--- src/rtl/sw_cond.sv ---
// -----------------------------------------------------------------------------
// sw_cond -- four-channel push-button conditioner
//
// Each active-low button is synchronised and debounced against a shared
// millisecond tick. The block reports debounced press and release events,
// a hold level for long presses, and auto-repeat pulses while a button stays
// held.
//
// Ports
//   clk        system clock, all state changes on the rising edge
//   rst        asynchronous, active-high reset
//   i_sw[3:0]  raw buttons, active-low (0 = pressed), asynchronous to clk
//   o_press    one-clk pulse per channel on a debounced press
//   o_release  one-clk pulse per channel on a debounced release
//   o_hold     level per channel, high while a long press is in progress
//   o_repeat   one-clk pulse at hold entry, then every RPT_MS ticks while held
//
// Parameters
//   TICK_DIV   clk cycles per 1 ms tick (2 .. 2^20)
//   DB_MS      debounce time in ticks (1 .. 65535)
//   LONG_MS    press duration in ticks before hold/auto-repeat (DB_MS+1 .. 65535)
//   RPT_MS     auto-repeat period in ticks (1 .. 65535)
// -----------------------------------------------------------------------------
module sw_cond #(
    parameter int TICK_DIV = 50000,
    parameter int DB_MS    = 10,
    parameter int LONG_MS  = 1000,
    parameter int RPT_MS   = 200
) (
    input  logic       clk,
    input  logic       rst,
    input  logic [3:0] i_sw,
    output logic [3:0] o_press,
    output logic [3:0] o_release,
    output logic [3:0] o_hold,
    output logic [3:0] o_repeat
);

    localparam int              PW         = (TICK_DIV > 2) ? $clog2(TICK_DIV) : 1;
    localparam logic [PW-1:0]   PRESC_LAST = PW'(TICK_DIV - 1);
    localparam logic [PW-1:0]   PRESC_ONE  = PW'(1'b1);

    // Counters compare against "last" values so the transition happens on the
    // very tick that brings the count to its target.
    localparam logic [15:0]     DB_LAST    = 16'(DB_MS - 1);
    localparam logic [15:0]     LONG_LAST  = 16'(LONG_MS - 1);
    localparam logic [15:0]     RPT_LAST   = 16'(RPT_MS - 1);

    typedef enum logic [2:0] {
        ST_IDLE      = 3'd0,
        ST_DEB_PRESS = 3'd1,
        ST_PRESSED   = 3'd2,
        ST_HELD      = 3'd3,
        ST_DEB_REL   = 3'd4
    } state_t;

    logic [3:0]    sync1_r;
    logic [3:0]    sync2_r;
    logic [PW-1:0] presc_r;
    logic          tick_s;

    state_t        state_r    [4];
    state_t        state_nxt_s[4];
    logic [15:0]   db_r       [4];
    logic [15:0]   db_nxt_s   [4];
    logic [15:0]   dur_r      [4];
    logic [15:0]   dur_nxt_s  [4];

    logic [3:0]    press_nxt_s;
    logic [3:0]    release_nxt_s;
    logic [3:0]    repeat_nxt_s;
    logic [3:0]    hold_nxt_s;

    // Two-flop synchronizer; idles at 1 (released) so reset never fakes a press.
    always_ff @(posedge clk or posedge rst) begin
        if (rst) begin
            sync1_r <= 4'hF;
            sync2_r <= 4'hF;
        end else begin
            sync1_r <= i_sw;
            sync2_r <= sync1_r;
        end
    end

    // Free-running millisecond prescaler shared by all channels.
    always_ff @(posedge clk or posedge rst) begin
        if (rst) begin
            presc_r <= '0;
        end else if (presc_r == PRESC_LAST) begin
            presc_r <= '0;
        end else begin
            presc_r <= presc_r + PRESC_ONE;
        end
    end

    assign tick_s = (presc_r == PRESC_LAST);

    // Per-channel next-state and event logic. A level change always wins over
    // a coincident tick, so that tick is simply not counted. o_hold doubles as
    // the "came from HELD" memory used when a release bounce is rejected.
    always_comb begin
        press_nxt_s   = 4'h0;
        release_nxt_s = 4'h0;
        repeat_nxt_s  = 4'h0;
        hold_nxt_s    = o_hold;
        for (int ch = 0; ch < 4; ch++) begin
            state_nxt_s[ch] = state_r[ch];
            db_nxt_s[ch]    = db_r[ch];
            dur_nxt_s[ch]   = dur_r[ch];
            case (state_r[ch])
                ST_IDLE: begin
                    if (!sync2_r[ch]) begin
                        state_nxt_s[ch] = ST_DEB_PRESS;
                        db_nxt_s[ch]    = 16'd0;
                    end else begin
                        state_nxt_s[ch] = ST_IDLE;
                    end
                end
                ST_DEB_PRESS: begin
                    if (sync2_r[ch]) begin
                        state_nxt_s[ch] = ST_IDLE;
                    end else if (tick_s) begin
                        if (db_r[ch] == DB_LAST) begin
                            state_nxt_s[ch] = ST_PRESSED;
                            dur_nxt_s[ch]   = 16'd0;
                            press_nxt_s[ch] = 1'b1;
                        end else begin
                            db_nxt_s[ch] = db_r[ch] + 16'd1;
                        end
                    end else begin
                        state_nxt_s[ch] = ST_DEB_PRESS;
                    end
                end
                ST_PRESSED: begin
                    if (sync2_r[ch]) begin
                        state_nxt_s[ch] = ST_DEB_REL;
                        db_nxt_s[ch]    = 16'd0;
                    end else if (tick_s) begin
                        if (dur_r[ch] == LONG_LAST) begin
                            state_nxt_s[ch]  = ST_HELD;
                            dur_nxt_s[ch]    = 16'd0;
                            hold_nxt_s[ch]   = 1'b1;
                            repeat_nxt_s[ch] = 1'b1;
                        end else begin
                            dur_nxt_s[ch] = dur_r[ch] + 16'd1;
                        end
                    end else begin
                        state_nxt_s[ch] = ST_PRESSED;
                    end
                end
                ST_HELD: begin
                    if (sync2_r[ch]) begin
                        state_nxt_s[ch] = ST_DEB_REL;
                        db_nxt_s[ch]    = 16'd0;
                    end else if (tick_s) begin
                        if (dur_r[ch] == RPT_LAST) begin
                            dur_nxt_s[ch]    = 16'd0;
                            repeat_nxt_s[ch] = 1'b1;
                        end else begin
                            dur_nxt_s[ch] = dur_r[ch] + 16'd1;
                        end
                    end else begin
                        state_nxt_s[ch] = ST_HELD;
                    end
                end
                ST_DEB_REL: begin
                    if (!sync2_r[ch]) begin
                        // Bounce rejected: resume where we were, dur untouched.
                        state_nxt_s[ch] = o_hold[ch] ? ST_HELD : ST_PRESSED;
                    end else if (tick_s) begin
                        if (db_r[ch] == DB_LAST) begin
                            state_nxt_s[ch]   = ST_IDLE;
                            release_nxt_s[ch] = 1'b1;
                            hold_nxt_s[ch]    = 1'b0;
                        end else begin
                            db_nxt_s[ch] = db_r[ch] + 16'd1;
                        end
                    end else begin
                        state_nxt_s[ch] = ST_DEB_REL;
                    end
                end
                default: begin
                    state_nxt_s[ch] = ST_IDLE;
                    db_nxt_s[ch]    = 16'd0;
                    dur_nxt_s[ch]   = 16'd0;
                    hold_nxt_s[ch]  = 1'b0;
                end
            endcase
        end
    end

    // Channel state and counter registers.
    always_ff @(posedge clk or posedge rst) begin
        if (rst) begin
            for (int ch = 0; ch < 4; ch++) begin
                state_r[ch] <= ST_IDLE;
                db_r[ch]    <= 16'd0;
                dur_r[ch]   <= 16'd0;
            end
        end else begin
            for (int ch = 0; ch < 4; ch++) begin
                state_r[ch] <= state_nxt_s[ch];
                db_r[ch]    <= db_nxt_s[ch];
                dur_r[ch]   <= dur_nxt_s[ch];
            end
        end
    end

    // Registered event outputs; they update on the same edge as the state.
    always_ff @(posedge clk or posedge rst) begin
        if (rst) begin
            o_press   <= 4'h0;
            o_release <= 4'h0;
            o_repeat  <= 4'h0;
            o_hold    <= 4'h0;
        end else begin
            o_press   <= press_nxt_s;
            o_release <= release_nxt_s;
            o_repeat  <= repeat_nxt_s;
            o_hold    <= hold_nxt_s;
        end
    end

endmodule

--- config.mk ---
export PLATFORM = sky130hd
export DESIGN_NAME = sw_cond
export DESIGN_NICKNAME = d
export VERILOG_FILES = /design/src/rtl/sw_cond.sv
export SDC_FILE = /design/constraint.sdc
export NUM_CORES = 1
export LEC_CHECK = 0
export ABC_AREA = 1
export CAP_MARGIN = 20
export CORE_MARGIN = 1.5
export CORE_UTILIZATION = 30
export DETAILED_ROUTE_END_ITERATION = 10
export HOLD_SLACK_MARGIN = 0.02
export PLACE_DENSITY_LB_ADDON = 0.08
export SKIP_CTS_REPAIR_TIMING = 1
export SLEW_MARGIN = 20
export SYNTH_ARGS = -nofsm -noshare
export SYNTH_HDL_FRONTEND = slang
export SYNTH_SLANG_ARGS = --single-unit
--- constraint.sdc ---
create_clock -name clk -period 17.6 [get_ports clk]
set_clock_uncertainty 0.15 [all_clocks]
set_input_delay 1.76 -clock clk [delete_from_list [all_inputs] [get_ports clk]]
set_output_delay 1.76 -clock clk [all_outputs]
set_load 0.03 [all_outputs]
==> summary.md, run 1 <==
| Metric | Value |
|---|---|
| Status | completed |
| Largest net degree at the start of global routing | roughly 130 |
| Sw frac | 0.2598 |
| Fmax | 285.2 MHz |
| Yosys reg bits | 180 |
| H-tree depth | 4 |
| Mapped Area | about 12,000 sq um |
| Highest-count cells in the layout ignoring fill and taps | nand2_1, nor2_1, nand3_1 |
| Starting Density | 0.3037 |
| CP Max Fanout | 3 |
| Crit start category | flip-flop |
| Compound-cell area share of the yosys netlist | 0.08090 |
| Dpl hpwl | 24,420 um |
| Adder-Cell Fraction of Synth Area | 0.01315 |
| GRT Residual Overflow | 0 |
| Yosys top cell area share | 0.3479 |
| DR pass1 iterations | 4 |
| Die X | 206.1 um |
| Clock-pin transition on the worst setup and hold timing paths | approximately 0.070 ns |
| Largest family of logic cells by synthesized area | simple AND/OR/NAND/NOR gates |
| Ys Warns | 0 |
| Filler cell count | between 4,000 and 5,000 |
| # diodes | 0 |
| Leak Pwr | roughly 6.3 nW |
| Clock Sinks | 180 |
| Worst slew margin | 0.3536 |
| Slew Viols, Final | 0 |
| Vias per cell | 4.793 |
| Avg WL per Cell | 13.90 um |
| Post-synthesis xor/xnor area fraction | 0.03822 |
| Gr usage total | 0.1724 |
| Cells after Synth | roughly 1,900 |
| Vias in the first global route | 11,510 |
| ANT nets after route | 0 |
| IO Count | 22 |
| Fin area | 13,600 sq um |
| Clock buffer count from CTS | 17 |
| Most common cell after layout, fill and taps aside | nand2_1 |
| Final hold vios | 0 |
| Final core area utilization | 0.3338 |
| Hold Crit Class | reg2reg |
| Dpl cell area | 13,050 sq um |
| P_int | 0.6296 mW |
| Arr. time, crit path | 1.60 ns |
| Synth top area cells | dfrtp_1, nand2_1, nor2_1, nand3_1, inv_1 |
| TritonCTS clock tree | yes |
| Sequential power share | 0.502 |
| Clock latency on the worst-skew pair | 0.47 ns |
| Die area | 42,470 sq um |
| Routed vias | 11,680 |
| CTS max path bufs | 2 |
| Slew @ Worst Pin | between 0.9 and 1 ns |
| Cell Chain, Critical Path | clkdlybuf4s50_1 |
| Crit path max-delay family | buffers and inverters |
| VDD IR max | 0.00005626 V |
| Post-synthesis sequential area ratio | 0.3648 |
| Nets | 1,911 |
| Setup ws final | 14.09 ns |
| RSZ-0062 raised after global routing | no |
| Syn-to-layout area delta | 9.920% |
| Drt total wl | 33,870 um |
| NetSw | 0.2210 mW |
| Gp weighted congestion | 0.8410 |
| Share of post-route cells with drive strength above 1 | 0.05095 |
| DRC Markers | 0 |
| CP peak stage delay | 0.70 ns |
| Setup total negative slack | 0 ns |
| First-pass GRT wire length | 58,890 um |
| Largest area contributor in the synthesized netlist | dfrtp_1 |
| Final worst path period share | 0.1992 |
| Syn_nets | 1,905 |
| Syn_area_per_cell | 6.561 sq um |
| Antenna violations before repair | 0 |
| Port Buf Inserts | 21 |
| PD cells | approximately 63 nW/um^2 |
| WP buf/inv | 1 |
| Row count | 74 |
| Crit path max-delay cell type | clkdlybuf4s50_1 |
| Final min period | 3.506 ns |
| Tot Pwr | between 0.8 and 0.9 mW |
| CP Capture Type | primary output |
| Mux contribution to synthesized area | 0 |
| Worst path required time | 15.69 ns |
| Pre-CTS setup slack | 13.55 ns |
| Drt initial violations | 603 |
| Setup Viol. Count Final | 0 |
| Setup CP Type | reg2out |
| Synth Area in Simple Gates | 0.4293 |
| Floorplan die height | 206.1 um |
| Core ar. | 40,740 sq um |
| Clock power share | 0.441 |
| Number of max-cap violations | 0 |
| CTS root buffer | clkbuf_16 |
| Distinct cells, synth | 45 |
| Gate power share | 0.057 |
## through the flow
step / std cells / hold slack, ns
global placement: 2405 / 0.1968
floorplan: 1886 / 0.1952
finish: 2436 / 0.2078
detailed placement: 2405 / 0.1999
CTS: 2436 / 0.2103
global route: 2436 / 0.2171
## cell usage after synthesis, drive strengths merged
library cell  number
a21o               2
xor2              50
nand4             56
clkinv             4
and2               2
o21bai             6
dfstp              8
dfrtp            172
o211ai            17
buf               28
o31ai              2
a211oi             3
ha                13
o21ai            105
o22ai              3
nor3b              1
nor4               6
a21oi             32
nand3            198
o311ai             1
or2                4
nor2b              2
inv              182
xnor2              4
a31o               4
nand2            641
clkbuf             7
nor2             284
nand3b             8
nor3              41
## state kept, by name, summed over array words and instances, names as in the netlist
name / cells
sync1_r: 4
o_press: 4
o_release: 4
db_r: 64
o_repeat: 4
sync2_r: 4
presc_r: 16
o_hold: 4
state_r: 12
dur_r: 64
## path summary, 6_finish.rpt
kind | depth (start not counted) | from | end | slack, ns
setup / recovery | 1 | o_hold[1] | o_hold[1] | 14.09
hold / removal | 0 | sync1_r[3] | sync2_r[3] | 0.21
setup reg to reg | 13 | presc_r[0] | dur_r[4] | 14.75
hold reg to reg | 0 | sync1_r[3] | sync2_r[3] | 0.21
max in group asynchronous | 3 | rst | dur_r[17] | 14.19
min in group asynchronous | 2 | rst | o_release[0] | 1.76
## cell type report
class                      instances  area [sq um]  share of cell area
timing repair buffer              22         217.7             0.01601
sequential                       180          4514              0.3319
inverter                         186         706.9             0.05198
clock inverter                    12         105.1            0.007728
clock buffer                      19         442.9             0.03257
tap                              532         665.6             0.04894
multi-input combinational       1485          6948              0.5109
## power groups by stage
| stage | Combinational, mW | Clock [mW] | Sequential (mW) |
|---|---|---|---|
| 2_1_floorplan | 0.0389 | 0 | 0.432 |
| 3_3_place_gp | 0.0502 | 0 | 0.435 |
| 3_5_place_dp | 0.0504 | 0 | 0.435 |
| 4_1_cts | 0.0504 | 0.396 | 0.427 |
| 5_1_grt | 0.0572 | 0.410 | 0.428 |
| 6_report | 0.0482 | 0.375 | 0.427 |
## metal layers
layer	track usage	part of all wire	up-vias
li1	-	-	6129
met1	0.2300	0.49	5383
met2	0.2833	0.46	135
met3	0.03280	0.028	29
met4	0.04814	0.015	0
met5	0	0	-
## kinds of logic after synthesis
| kind of cell | after synthesis |
|---|---|
| AND/OR/NAND/NOR | 1243 |
| adder cells (fa/ha/maj) | 13 |
| buffers and inverters | 221 |
| AO/OA/AOI/OAI | 175 |
| flip-flops | 180 |
| XOR/XNOR | 54 |
(Power assumes the default switching activity.)
==> inputs of run 2 (changes only) <==
- clock period: 17.6 -> 2.9 ns (I/O delays scaled with it)
==> run 2 against run 1 <==
Compared with the run above:
- setup slack got worse by 14 ns
- clock-buffer cell count grew 3
- cell count grew 0.82%
- critical path type is now reg2reg
- critical endpoint is now db_r[50]
- global-route usage hardly changed
==> summary.md, run 2 (synthesized netlist as in run 1, its figures left out) <==
| Metric | Value |
|---|---|
| Final hold vios | 0 |
| Worst reg2reg path depth | 12 |
| Number of max-cap violations | 0 |
| Drt total wl | 34,540 um |
| Core ar. | just over 40,000 sq um |
| IO Count | 22 |
| Clock Sinks | 180 |
| CP Max Fanout | 23 |
| Setup total negative slack | 0 ns |
| DR pass1 iterations | 5 |
| Worst path required time | 3.08 ns |
| CP Capture Type | flip-flop |
| Highest-count cells in the layout ignoring fill and taps | nand2_1, nor2_1, nand3_1 |
| Starting Density | 0.3037 |
| CTS root buffer | clkbuf_16 |
| Largest net degree at the start of global routing | 38 |
| Share of post-route cells with drive strength above 1 | 0.05925 |
| Row count | 74 |
| Gp weighted congestion | 0.8420 |
| Fmax | 405.9 MHz |
| Routed vias | around 12,000 |
| Worst slew margin | 0.5101 |
| H-tree depth | 4 |
| Vias in the first global route | 11,470 |
| Gate power share | 0.061 |
| Status | completed |
| ANT nets after route | 0 |
| Antenna violations before repair | 0 |
| Arr. time, crit path | 2.64 ns |
| Slew Viols, Final | 0 |
| Clock-pin transition on the worst setup and hold timing paths | 0.07 ns |
| Die area | 42,470 sq um |
| Vias per cell | between 4 and 5 |
| Floorplan die height | roughly 210 um |
| Clock latency on the worst-skew pair | 0.46 ns |
| PD cells | 382.6 nW/um^2 |
| Most common cell after layout, fill and taps aside | nand2_1 |
| Syn-to-layout area delta | 11.49% |
| First-pass GRT wire length | 58,910 um |
| Dpl hpwl | 25,410 um |
| Clock power share | 0.449 |
| Hold Crit Class | in2async |
| Drt initial violations | 655 |
| NetSw | 1.351 mW |
| Die X | 206.1 um |
| Clock buffer count from CTS | 17 |
| Gr usage total | 0.1723 |
| Crit start category | flip-flop |
| Biggest regs | db_r: 64 flops, dur_r: 64 flops, presc_r: 16 flops |
| Sw frac | 0.2561 |
| WHS | roughly 0.073 ns |
| GRT Residual Overflow | 0 |
| Filler cell count | 4,404 |
| CTS max path bufs | 2 |
| RSZ-0062 raised after global routing | no |
| Setup CP Type | reg2reg |
| TritonCTS clock tree | yes |
| Sequential power share | 0.491 |
| # diodes | 0 |
| P_int | between 3 and 4 mW |
| Setup Viol. Count Final | 0 |
| Avg WL per Cell | 14.06 um |
| Register area | 4514 sq um |
| Leak Pwr | between 6 and 7 nW |
| Slew @ Worst Pin | 0.7293 ns |
| Port Buf Inserts | 21 |
| Final worst path period share | 0.8495 |
| Nets | 1,930 |
| Final min period | 2.464 ns |
| VDD IR max | 0.0003387 V |
| Area occupied by multi-input gates | 6948 sq um |
| DRC Markers | 0 |
-- run 2: path summary, 6_finish.rpt --
check	endpoint	start	slack, ns
max	db_r[50]	presc_r[0]	0.44
min	state_r[7]	rst	0.07
max reg2reg	db_r[50]	presc_r[0]	0.44
min reg2reg	sync2_r[2]	sync1_r[2]	0.21
max in group asynchronous	state_r[4]	rst	1.76
min in group clk	sync1_r[1]	i_sw[1]	0.08
-- run 2: metrics by stage --
| stage | power, mW | setup WS [ns] | util | cell area [sq um] | std cells |
|---|---|---|---|---|---|
| CTS | 5.380 | 0.4040 | 0.3386 | 13790 | 2456 |
| detailed placement | 2.967 | 0.4331 | 0.3247 | 13230 | 2424 |
| finish | 5.277 | 0.4364 | 0.3386 | 13790 | 2456 |
| global placement | 2.969 | 0.4925 | 0.3247 | 13230 | 2424 |
| floorplan | 2.860 | 0.1579 | - | 12380 | 1886 |
| global route | 5.521 | 0.2116 | 0.3386 | 13790 | 2456 |
-- run 2: area by class of cell --
class                   instances  share of cell area
clock inverters                10            0.008073
well taps                     532             0.04825
inverters                     186             0.05097
multi-input cells            1485              0.5037
flip-flops and latches        180              0.3273
clock buffers                  22             0.03293
repair buffers                 41             0.02884
-- run 2: worst max-delay path: stages, from the launching register on --
cell     delay, ns
dfrtp_1       0.38
ha_1          0.18
nand2_1       0.08
inv_2         0.08
nand2_4       0.08
nor2_8        0.18
nand2_4       0.18
inv_2         0.18
nand2_1       0.07
nand2_1       0.09
nand2_2       0.27
inv_2         0.27
o21ai_0       0.12
-- run 2: routing by layer --
metal	share of wire	routed length, um	global-route usage
met1	0.49	16970	0.2291
met5	0	0	0
met2	0.48	16490	0.2909
met3	0.023	791	0.03059
met4	0.0083	286	0.03675
-- run 2: power by group through the flow --
stage	Combinational [mW]	Clock (mW)	Sequential (mW)
after global routing	0.372	2.55	2.59
after detailed placement	0.329	0	2.64
after CTS	0.332	2.46	2.59
after floorplan	0.237	0	2.62
final	0.320	2.37	2.59
after global placement	0.331	0	2.64
==> inputs of run 3 (changes only) <==
- clock period: 2.9 -> 2.2 ns (I/O delays scaled with it)
==> run 3 against run 2 <==
Compared with the run above:
- register-to-register slack got worse by 0.25 ns
- maximum frequency increased by 22%
- sequential share of layout area decreased by 0.96 points
- sequential cell count unchanged
- critical path type unchanged
- largest cell class unchanged
- highest routed layer unchanged
==> summary.md, run 3 (synthesized netlist as in run 1, its figures left out) <==
| Metric | Value |
|---|---|
| Hold path depth | 1 |
| TritonCTS clock tree | yes |
| Sw frac | 0.2648 |
| Met3 Track Usage GR | 0.02807 |
| Final worst path period share | 0.9167 |
| DRC Markers | 0 |
| Dpl cell area | 13,550 sq um |
| Biggest regs | db_r: 64 flops, dur_r: 64 flops, presc_r: 16 flops |
| Antenna violations before repair | 0 |
| Clock buffer count from CTS | 17 |
| Clock latency on the worst-skew pair | 0.50 ns |
| Row count | 74 |
| CP Capture Type | flip-flop |
| Grt met1 use | 0.2293 |
| H-tree depth | 4 |
| Vias in the first global route | 11,600 |
| Cell Chain, Critical Path | ha_1 -> nand2_1 -> inv_2 -> nand2_4 -> nor2_1 -> nand2_1 -> buf_6 -> nor2_1 -> nor2_1 -> nand2_1 -> nand2_1 -> nand2_1 |
| Largest net degree at the start of global routing | 48 |
| VDD IR max | between 0.0004 and 0.0005 V |
| Most common cell after layout, fill and taps aside | nand2_1 |
| Non-filler instance count after layout | 2,502 |
| Global routing's busiest layer | met2 |
| Worst reg2reg path depth | 12 |
| Gr usage total | 0.1757 |
| Final min period | roughly 2.0 ns |
| Clock-pin transition on the worst setup and hold timing paths | ~0.070 ns |
| NetSw | 1.870 mW |
| CP dominant cell by count | nand2_1 |
| Worst slew margin | 0.6738 |
| Die area | 42,470 sq um |
| Dpl hpwl | 25,900 um |
| CTS root buffer | clkbuf_16 |
| CP peak stage delay | 0.40 ns |
| Crit start category | flip-flop |
| Floorplan die height | ~210 um |
| Slew @ Worst Pin | 0.4856 ns |
| Clock power share | 0.450 |
| P_int | 5.191 mW |
| Fmax | ~500 MHz |
| RSZ-0062 raised after global routing | no |
| Clock Sinks | 180 |
| PD cells | 496.9 nW/um^2 |
| Gate power share | 0.068 |
| Share of post-route cells with drive strength above 1 | 0.08122 |
| Status | completed |
| Die X | 206.1 um |
| Setup CP Type | reg2reg |
| Setup Viol. Count Final | 0 |
| CTS max path bufs | 2 |
| Sequential power share | 0.482 |
| Arr. time, crit path | 2.25 ns |
| Vias per cell | 4.765 |
| ANT nets after route | 0 |
| Nets | 1,976 |
| Placed cell count | 2,465 |
| Core ar. | between 40,000 and 50,000 sq um |
| # diodes | 0 |
| First-pass GRT wire length | 59,330 um |
| Final hold vios | 0 |
| CP Max Fanout | 10 |
| Routed vias | 11,920 |
| Port Buf Inserts | 21 |
| GRT Residual Overflow | 0 |
| Number of max-cap violations | 0 |
| Drt initial violations | 543 |
| Leak Pwr | 6.587 nW |
| Met2 usage | 0.2880 |
| Drt total wl | 34,790 um |
| Gp weighted congestion | 0.8343 |
| Slew Viols, Final | 0 |
| Hold Crit Class | in2reg |
| Crit path max-delay cell type | dfrtp_1 |
| Fin area | 14,210 sq um |
| Avg WL per Cell | 13.90 um |
| Starting Density | 0.3037 |
| IO Count | 22 |
| Worst path required time | 2.43 ns |
| DR pass1 iterations | 5 |
| Syn-to-layout area delta | 14.84% |
| Highest-count cells in the layout ignoring fill and taps | nand2_1, nor2_1, nand3_1 |
-- run 3: metal layers --
metal  wire (um)  up-vias  part of all wire
li1            -     6249                 -
met1       16810     5477              0.48
met2       16240      154              0.47
met3         953       42             0.027
met4         788        0             0.023
met5           0        -                 0
-- run 3: worst paths after layout --
path | start | slack [ns] | to
min in group asynchronous | rst | 0.49 | o_release[1]
worst max-delay path | presc_r[0] | 0.18 | state_r[6]
worst max register to register | presc_r[0] | 0.18 | state_r[6]
worst min-delay path | i_sw[3] | 0.04 | sync1_r[3]
worst min register to register | sync1_r[2] | 0.21 | sync2_r[2]
max in group asynchronous | rst | 0.82 | dur_r[31]
-- run 3: cell type report --
| cell class | count | area [sq um] |
|---|---|---|
| Multi-Input combinational cell | 1485 | 6970 |
| Clock buffer | 18 | 429.2 |
| Clock inverter | 14 | 155.1 |
| Fill cell | 4516 | 26530 |
| Inverter | 186 | 705.7 |
| Timing Repair Buffer | 87 | 769.5 |
| Sequential cell | 180 | 4514 |
| Tap cell | 532 | 665.6 |
-- run 3: per-stage QoR --
step / util / worst slack, ns / hold slack [ns] / power, mW / TNS [ns]
finish: 0.3488 / 0.1832 / 0.04402 / 7.061 / 0
global route: 0.3488 / 0.0004821 / 0.03456 / 7.406 / 0
CTS: 0.3469 / 0.1177 / -0.09291 / 7.250 / 0
detailed placement: 0.3326 / 0.1228 / 0.1981 / 3.956 / 0
global placement: 0.3326 / 0.1316 / 0.1960 / 3.955 / 0
floorplan: - / -0.4721 / 0.07448 / 3.770 / -81.19
-- run 3: power by group through the flow --
stage               registers (mW)  clock network [mW]  logic [mW]
floorplan                     3.46                   0       0.312
global placement              3.47                   0       0.488
detailed placement            3.47                   0       0.489
CTS                           3.40                3.36       0.490
global route                  3.41                3.44       0.558
finish                        3.40                3.17       0.482
-- run 3: worst max-delay path, delay by kind of cell, from the launching register on --
family	cells	cell delay, ns
buf+inv	2	0.25
fa+ha+maj	1	0.21
flops	1	0.40
simple gates	9	0.90
